File: config.mk
export PLATFORM = sky130hd
export DESIGN_NAME = phase_accum_nco
export DESIGN_NICKNAME = d
export VERILOG_FILES = /design/src/rtl/phase_accum_nco.sv
export SDC_FILE = /design/constraint.sdc
export NUM_CORES = 1
export LEC_CHECK = 0
export CAP_MARGIN = 15
export CORE_UTILIZATION = 40
export CTS_BUF_LIST = sky130_fd_sc_hd__clkbuf_4
export CTS_CLUSTER_DIAMETER = 40
export DETAILED_ROUTE_END_ITERATION = 6
export GPL_TIMING_DRIVEN = 0
export HOLD_SLACK_MARGIN = 0.1
export PLACE_DENSITY = 0.68
export SLEW_MARGIN = 10
export SYNTH_ARGS = -nofsm -noshare
export SYNTH_HDL_FRONTEND = slang
export SYNTH_SLANG_ARGS = --single-unit
File: constraint.sdc
create_clock -name i_clk -period 4.5 [get_ports i_clk]
set_input_delay 0.9 -clock i_clk [delete_from_list [all_inputs] [get_ports i_clk]]
set_output_delay 0.9 -clock i_clk [all_outputs]
set_load 0.05 [all_outputs]
File: src/rtl/phase_accum_nco.sv
// Phase accumulator NCO core: self-timed sample tick, wrapping phase register,
// registered sine-LUT address/negate. Optional quarter-wave folding via NCO_QUARTER_WAVE_EN.
module phase_accum_nco #(
  parameter int PHASE_W  = 16,
  parameter int STEP_W   = 8,
  parameter int STEP_SHL = 4,
  parameter int ADDR_W   = 8,
  parameter int DIV      = 50000
) (
  input  logic               i_clk,
  input  logic               i_rst_n,
  input  logic               i_en,
  input  logic [STEP_W-1:0]  i_step,
  input  logic               i_load,
  input  logic [PHASE_W-1:0] i_load_phase,
  output logic [PHASE_W-1:0] o_phase,
  output logic [ADDR_W-1:0]  o_addr,
  output logic               o_neg,
  output logic               o_valid,
  output logic               o_wrap
);

  localparam int CNT_W = $clog2(DIV);
  localparam logic [CNT_W-1:0] CNT_LAST = CNT_W'(DIV - 1);

  if (DIV < 2) begin : g_div_err
    $error("phase_accum_nco: DIV must be >= 2");
  end
`ifdef NCO_QUARTER_WAVE_EN
  if (ADDR_W > PHASE_W - 2) begin : g_addr_err
    $error("phase_accum_nco: ADDR_W must be <= PHASE_W-2 with quarter-wave folding");
  end
`else
  if (ADDR_W > PHASE_W) begin : g_addr_err
    $error("phase_accum_nco: ADDR_W must be <= PHASE_W");
  end
`endif

  logic [CNT_W-1:0]   cnt_r;
  logic [PHASE_W-1:0] phase_r;
  logic               wrap_pend_r;
  logic               upd_r;
  logic [ADDR_W-1:0]  addr_r;
  logic               neg_r;
  logic               valid_r;
  logic               wrap_r;

  logic               tick_s;
  logic [PHASE_W-1:0] step_ext_s;
  logic [PHASE_W-1:0] inc_s;
  logic [PHASE_W:0]   sum_s;
  logic               wrap_s;
  logic [ADDR_W-1:0]  addr_s;
  logic               neg_s;

  // Tick decode, step scaling and boundary-crossing detection.
  always_comb begin
    tick_s     = i_en && (cnt_r == CNT_LAST);
    step_ext_s = {{(PHASE_W - STEP_W){i_step[STEP_W-1]}}, i_step};
    inc_s      = step_ext_s << STEP_SHL;
    sum_s      = {1'b0, phase_r} + {1'b0, inc_s};
    // A negative increment crosses zero exactly when the add does not carry.
    if (inc_s == {PHASE_W{1'b0}}) begin
      wrap_s = 1'b0;
    end else if (inc_s[PHASE_W-1]) begin
      wrap_s = ~sum_s[PHASE_W];
    end else begin
      wrap_s = sum_s[PHASE_W];
    end
  end

`ifdef NCO_QUARTER_WAVE_EN
  logic [1:0]        q_s;
  logic [ADDR_W-1:0] idx_s;

  // Quarter-wave fold: odd quadrants mirror the index, upper half negates.
  always_comb begin
    q_s   = phase_r[PHASE_W-1 -: 2];
    idx_s = phase_r[PHASE_W-3 -: ADDR_W];
    case (q_s)
      2'd0: begin addr_s = idx_s;  neg_s = 1'b0; end
      2'd1: begin addr_s = ~idx_s; neg_s = 1'b0; end
      2'd2: begin addr_s = idx_s;  neg_s = 1'b1; end
      2'd3: begin addr_s = ~idx_s; neg_s = 1'b1; end
      default: begin addr_s = idx_s; neg_s = 1'b0; end
    endcase
  end
`else
  // Full-wave table: address is the top phase bits, no negation.
  always_comb begin
    addr_s = phase_r[PHASE_W-1 -: ADDR_W];
    neg_s  = 1'b0;
  end
`endif

  // Tick counter, phase register and pending wrap; load overrides tick.
  always_ff @(posedge i_clk or negedge i_rst_n) begin
    if (!i_rst_n) begin
      cnt_r       <= {CNT_W{1'b0}};
      phase_r     <= {PHASE_W{1'b0}};
      wrap_pend_r <= 1'b0;
      upd_r       <= 1'b0;
    end else if (i_load) begin
      cnt_r       <= {CNT_W{1'b0}};
      phase_r     <= i_load_phase;
      wrap_pend_r <= 1'b0;
      upd_r       <= 1'b1;
    end else if (tick_s) begin
      cnt_r       <= {CNT_W{1'b0}};
      phase_r     <= sum_s[PHASE_W-1:0];
      wrap_pend_r <= wrap_s;
      upd_r       <= 1'b1;
    end else begin
      if (i_en) begin
        cnt_r <= cnt_r + CNT_W'(1);
      end
      upd_r <= 1'b0;
    end
  end

  // Output stage: capture LUT address/negate/wrap one cycle after a phase update.
  always_ff @(posedge i_clk or negedge i_rst_n) begin
    if (!i_rst_n) begin
      addr_r  <= {ADDR_W{1'b0}};
      neg_r   <= 1'b0;
      valid_r <= 1'b0;
      wrap_r  <= 1'b0;
    end else begin
      valid_r <= upd_r;
      if (upd_r) begin
        addr_r <= addr_s;
        neg_r  <= neg_s;
        wrap_r <= wrap_pend_r;
      end
    end
  end

  assign o_phase = phase_r;
  assign o_addr  = addr_r;
  assign o_neg   = neg_r;
  assign o_valid = valid_r;
  assign o_wrap  = wrap_r;

endmodule

After elaboration in Yosys (flattened, before gate mapping)
Index checks and enable logic that the tools add are counted.
{"block": "word_totals", "latchBits": 0, "regBits": 44, "elab_cells": 26, "mem_bits_ro": 0, "memories": 0, "ramBits": 0, "output_inout_bits": 27, "in_bits": 28}
{"block": "classes", "n_bitwise": 1, "multipliers": 0, "eq_ne": 1, "addsub": 2, "order_cmp": 0, "mux": 11, "div": 0, "shift": 0, "n_reduce_logical": 4}
{"operator": "two-way mux 16 bit", "count": 5}
{"operator": "adder 16 x 16 -> 17 bit", "count": 1}
{"operator": "adder 16 x 1 -> 16 bit (second input constant)", "count": 1}
{"operator": "== test 16 bit (second input constant)", "count": 1}
{"operator": "logical NOT 16 bit", "count": 1}
{"operator": "two-way mux 1 bit", "count": 6}
{"operator": "nonzero test 3 bit", "count": 1}
{"operator": "nonzero test 2 bit", "count": 1}
{"operator": "logical AND 1 bit", "count": 1}
{"operator": "NOT 1 bit", "count": 1}

Logic depth before layout (Yosys ltp)
Gate-level depths: netlist of the first run.
{"block": "logic_depth", "ltp_word": 6, "ltp_mapped": 9, "mapped_depth_nobuf": 9}

Worst setup path after synthesis of the first run
OpenSTA, ideal clock, no wires.
{"block": "synth_path", "kind": "input-to-reg", "start": "in i_step[0]", "end": "reg wrap_pend_r", "path_buffers": 0, "setup_time_ns": 0.143, "path_slack_ns": 1.947, "cell_stages": 9, "required_time_ns": 4.357, "arrival_ns": 2.410, "cell_sequence": "ha_1 > inv_1 > fa_1 > nor2b_1 > o31a_1 > o21ai_0 > o21ai_0 > mux2i_1 > a211oi_1"}
{"block": "synth_between", "elab_chain_len": 6, "word_cells_on_any_way": 7, "classes_between": "1 x add/sub; 4 x mux; 1 x bitwise; 1 x reduce/logical"}
{"item": "start: declaration", "line_no": "13", "text": "input logic [STEP_W-1:0] i_step,"}
{"item": "adder 16 x 16 -> 17 bit", "line_no": "61", "text": "sum_s = {1'b0, phase_r} + {1'b0, inc_s};"}
{"item": "NOT 1 bit", "line_no": "66", "text": "wrap_s = ~sum_s[PHASE_W];"}
{"item": "two-way mux 1 bit", "line_no": "65", "text": "end else if (inc_s[PHASE_W-1]) begin"}
{"item": "two-way mux 1 bit (*)", "line_no": "63", "text": "if (inc_s == {PHASE_W{1'b0}}) begin"}
{"item": "two-way mux 1 bit (*)", "line_no": "108", "text": "end else if (tick_s) begin"}
{"item": "two-way mux 1 bit (*)", "line_no": "103", "text": "end else if (i_load) begin"}
{"item": "end signal: assignment", "line_no": "111", "text": "wrap_pend_r <= wrap_s;"}
{"item": "end: declaration", "line_no": "41", "text": "logic wrap_pend_r;"}
Every way passes the cells marked *; elsewhere a longest branch is shown, timed or not. The select of a mux whose other input is x is not followed.
A chain may end at the register's enable or synchronous reset.

Worst setup path after layout of the first run
Ends and elaborated chain as after synthesis.

==> metrics.txt, run 1 <==
area inside the core boundary around 6000 um^2; static leakage power 1.33 nW; min Tclk post-route between 3 and 4 ns; area fraction of the dominant cell type after synthesis between 40% and 50%; r2r setup slk between 2 and 2.5 ns; data required time of the worst path ~4.7 ns; buffer levels on the longest clock path 2; number of antenna violations at the first check in global routing 0; area taken by flip-flops and latches 1100 um^2; Reg-to-Reg Start o_phase[4]; WL final about 5900 um; worst setup slack before clock tree synthesis 1.11 ns; endpoint type of the worst setup path register; level count of the clock H-tree 2; IR Drop Worst-Case VDD 196 uV; Fin Setup TNS 0 ns; worst slew margin relative to its limit a little over two fifths; Worst Hold Launch upd_r; Root Driver sky130_fd_sc_hd__clkbuf_4; cell with the most instances after synthesis sky130_fd_sc_hd__dfrtp_1; register share of total power between 40% and 50%; Cell Int Power 0.000608 W; startpoint type of the worst setup path input port; power per cell area 291 nW/um^2; cells along the critical path clkdlybuf4s50_1 > ha_1 > inv_1 > fa_1 > nor2b_1 > o31a_1 > o21ai_0 > o21ai_0 > mux2i_1 > a211oi_1; Worst Skew just under 0.008 ns; post-route DRC violation count 0; clock slew at reported path FFs ~0.13 ns; actual slew at the worst max-slew pin 0.853 ns; final routed wire length divided by cell count approximately 15 um; most common library cells after synthesis 44 x sky130_fd_sc_hd__dfrtp_1, 23 x sky130_fd_sc_hd__a21oi_1, 23 x sky130_fd_sc_hd__nand2_1, 23 x sky130_fd_sc_hd__nor2_1, 17 x sky130_fd_sc_hd__o21ai_0; Layout fillers 564; post-synthesis to final-layout area growth 27.4%; Synth Warn # 0; Non-Filler Instances 395; Resized cells post-CTS 0; number of cells in the design after placement between 300 and 400; global-route track usage on met1 around a quarter; total count of max-transition violations in the final report 0; crit path DAT about 3.3 ns; antenna diode count 0; final worst-path setup slack approximately 1.4 ns; die extent in y 81.6 um; run status finished clean; Comb power frac between 30 and 40%; Inserted Clock Buffers 5; first-pass iteration count of the detailed router 4; count of routing violations after the opening detailed-route iteration 97; number of core rows 28; critical path's largest stage delay about 0.49 ns; switching fraction of total power 35.2%; startpoint-to-endpoint class of the critical path input port to register; pin count of the biggest net entering global routing 24; layout cells sized above 1 9.69%; number of nets still failing antenna checks after routing 0; number of buffers inserted by hold repair at cts 0; Net Sw Power approximately 0.00033 W; number of nets produced by synthesis about 300; Global Route Usage Sum approximately a fifth; overall overflow remaining after global route 0; Total Die Area roughly 6700 um^2; area taken by multi-input logic gates about 1400 um^2; GP Congestion between 0.8 and 0.9; global routing's busiest layer met2; half-perimeter wire length after placement roughly 4400 um; sequential area share after synthesis between 40 and 50%; gate count of the mapped netlist ~260; I/O Buffers between 50 and 60; setup bufs post-CTS 0; starting utilization of the core area a little over two fifths; Most common cell on crit path sky130_fd_sc_hd__o21ai_0; Clock Sinks 44; die boundary width 81.6 um; achievable frequency between 0.3 and 0.4 GHz; cell type with the highest aggregate area in the netlist sky130_fd_sc_hd__dfrtp_1; FF+latch count, synth between 40 and 50; global-route wire length before repair about 9800 um; clock tree from TritonCTS yes; number of synthesized flops with an enable pin 0; GRT met2 Usage between 30% and 40%; predominant post-synthesis flop cell sky130_fd_sc_hd__dfrtp_1; post-synthesis instance area ~2500 um^2; post-synthesis async set-or-reset flop share 100%; vias after detailed routing roughly 2100; global routing usage on met3 between 3 and 4%; main area contributors after synthesis sky130_fd_sc_hd__dfrtp_1 43%, sky130_fd_sc_hd__ha_1 6.4%, sky130_fd_sc_hd__mux2_2 5.8%, sky130_fd_sc_hd__a21oi_1 4.5%, sky130_fd_sc_hd__xor2_1 3.5%; number of unique standard cell types used by synthesis 46; RSZ-0062 raised after global routing no; share of the clock period used by the worst path between 60% and 70%; via count of the first global-routing pass between 2000 and 2500; critical-path maximum fanout 3; detail-routed via count per cell 5.33; number of max-capacitance violations reported 0; Crit path max-delay family compound AO/OA/AOI/OAI gates; syn avg cell area 9.78 um^2; Worst path slowest cell sky130_fd_sc_hd__clkdlybuf4s50_1; class of the most critical hold timing path register to register; fraction of power consumed by the clock network around a fifth; worst path bufs/invs 2; critical path launch point i_step[0]; final net count approximately 360; clock latency reported for the late side of the worst-skew pair 0.35 ns; io pins 55; Final Core Density between 50% and 60%; Fin. Hold Viols 0; setup violation total in the final timing report 0; final total power 0.000938 W
==> layout make-up <==
cell class | count | area share (%)
Inverter | 5 | 0.582
Timing Repair Buffer | 53 | 16.8
Sequential cell | 44 | 34.1
Multi-Input combinational cell | 201 | 42.5
Clock buffer | 6 | 1.40
Clock inverter | 2 | 0.349
Buffer | 9 | 1.28
Tap cell | 75 | 2.91
==> sequential cells by signal, indices dropped and copies added (netlist names) <==
signal,count
cnt_r,16
o_wrap,1
o_addr,8
wrap_pend_r,1
o_phase,16
upd_r,1
o_valid,1
==> stage by stage <==
step	area [um^2]	hold slack [ns]
2_1_floorplan	2530	0.352
3_3_place_gp	3150	0.360
3_5_place_dp	3170	0.360
4_1_cts	3230	0.391
5_1_grt	3230	0.415
6_report	3230	0.386
==> placed cells by master, fill, tap and decap left out, types with 3 or more instances in the layout <==
| master | instances |
|---|---|
| sky130_fd_sc_hd__nor3b_1 | 5 |
| sky130_fd_sc_hd__nor2_1 | 23 |
| sky130_fd_sc_hd__clkbuf_4 | 6 |
| sky130_fd_sc_hd__o21ai_0 | 17 |
| sky130_fd_sc_hd__clkdlybuf4s50_1 | 51 |
| sky130_fd_sc_hd__or3_1 | 5 |
| sky130_fd_sc_hd__inv_1 | 5 |
| sky130_fd_sc_hd__buf_2 | 3 |
| sky130_fd_sc_hd__a21oi_1 | 23 |
| sky130_fd_sc_hd__nor3_1 | 6 |
| sky130_fd_sc_hd__nand3_1 | 4 |
| sky130_fd_sc_hd__xnor2_1 | 5 |
| sky130_fd_sc_hd__a211oi_1 | 4 |
| sky130_fd_sc_hd__nand2_1 | 23 |
| sky130_fd_sc_hd__nand4_1 | 6 |
| sky130_fd_sc_hd__dfrtp_1 | 44 |
| sky130_fd_sc_hd__nor2b_1 | 6 |
| sky130_fd_sc_hd__nand2b_1 | 3 |
| sky130_fd_sc_hd__ha_1 | 13 |
| sky130_fd_sc_hd__clkbuf_1 | 5 |
| sky130_fd_sc_hd__mux2i_1 | 6 |
| sky130_fd_sc_hd__mux2_2 | 13 |
| sky130_fd_sc_hd__xor2_1 | 10 |
==> worst reg2reg max path: stages (launching register included) <==
cell and delay, ns:
sky130_fd_sc_hd__dfrtp_1 0.39, sky130_fd_sc_hd__ha_1 0.17, sky130_fd_sc_hd__inv_1 0.05, sky130_fd_sc_hd__fa_1 0.40, sky130_fd_sc_hd__nor2b_1 0.20, sky130_fd_sc_hd__o31a_1 0.19, sky130_fd_sc_hd__o21ai_0 0.21, sky130_fd_sc_hd__o21ai_0 0.27
sky130_fd_sc_hd__mux2i_1 0.28, sky130_fd_sc_hd__a211oi_1 0.11
==> per-layer routing <==
metal	up-vias	part of all wire [%]
met3	4	3.9
met1	1003	48
met4	0	0.61
met2	41	47
li1	1057	-
met5	-	0
==> power groups by stage <==
stage | Clock (W) | Sequential (W) | Combinational (W)
after global routing | 0.000218 | 0.000443 | 0.000329
after floorplan | 0 | 0.000527 | 0.000112
final | 0.000195 | 0.000439 | 0.000305
after CTS | 0.000206 | 0.000439 | 0.000306
after global placement | 0 | 0.000446 | 0.000299
after detailed placement | 0 | 0.000447 | 0.000305
==> kinds of logic after synthesis <==
kind of cell | synth area share, %
flip-flops | 43.5
other | 0.148
adder cells (fa/ha/maj) | 7.21
multiplexers | 8.15
AND/OR/NAND/NOR | 20.4
XOR/XNOR | 5.18
buffers and inverters | 2.37
AO/OA/AOI/OAI | 13.1
==> path summary, 6_finish.rpt <==
path | end | cells past startpoint
worst max-delay path | wrap_pend_r | 10
max in group asynchronous | cnt_r[12] | 2
worst min-delay path | o_valid | 0
worst min register to register | o_valid | 0
min in group asynchronous | o_phase[5] | 1
worst max register to register | wrap_pend_r | 9
Power figures use the tool's default switching activity.
==> run 2, diff against run 1 <==
==> constraint.sdc (replaced) <==
create_clock -name i_clk -period 2.9 [get_ports i_clk]
set_input_delay 0.58 -clock i_clk [delete_from_list [all_inputs] [get_ports i_clk]]
set_output_delay 0.58 -clock i_clk [all_outputs]
set_load 0.05 [all_outputs]
==> results of run 2 <==
Same layout as run 1 (identical final DEF). Status: finished clean.
Main changes from that run: setup slack after placement 1.11 ns -> -0.170 ns; setup slack after layout 1.44 ns -> 0.163 ns; hold slack 0.386 ns -> 0.190 ns; register-to-register setup slack 2.09 ns -> 0.49 ns; total power 0.000938 W -> 0.00146 W; worst IR drop on VDD 196 uV -> 304 uV
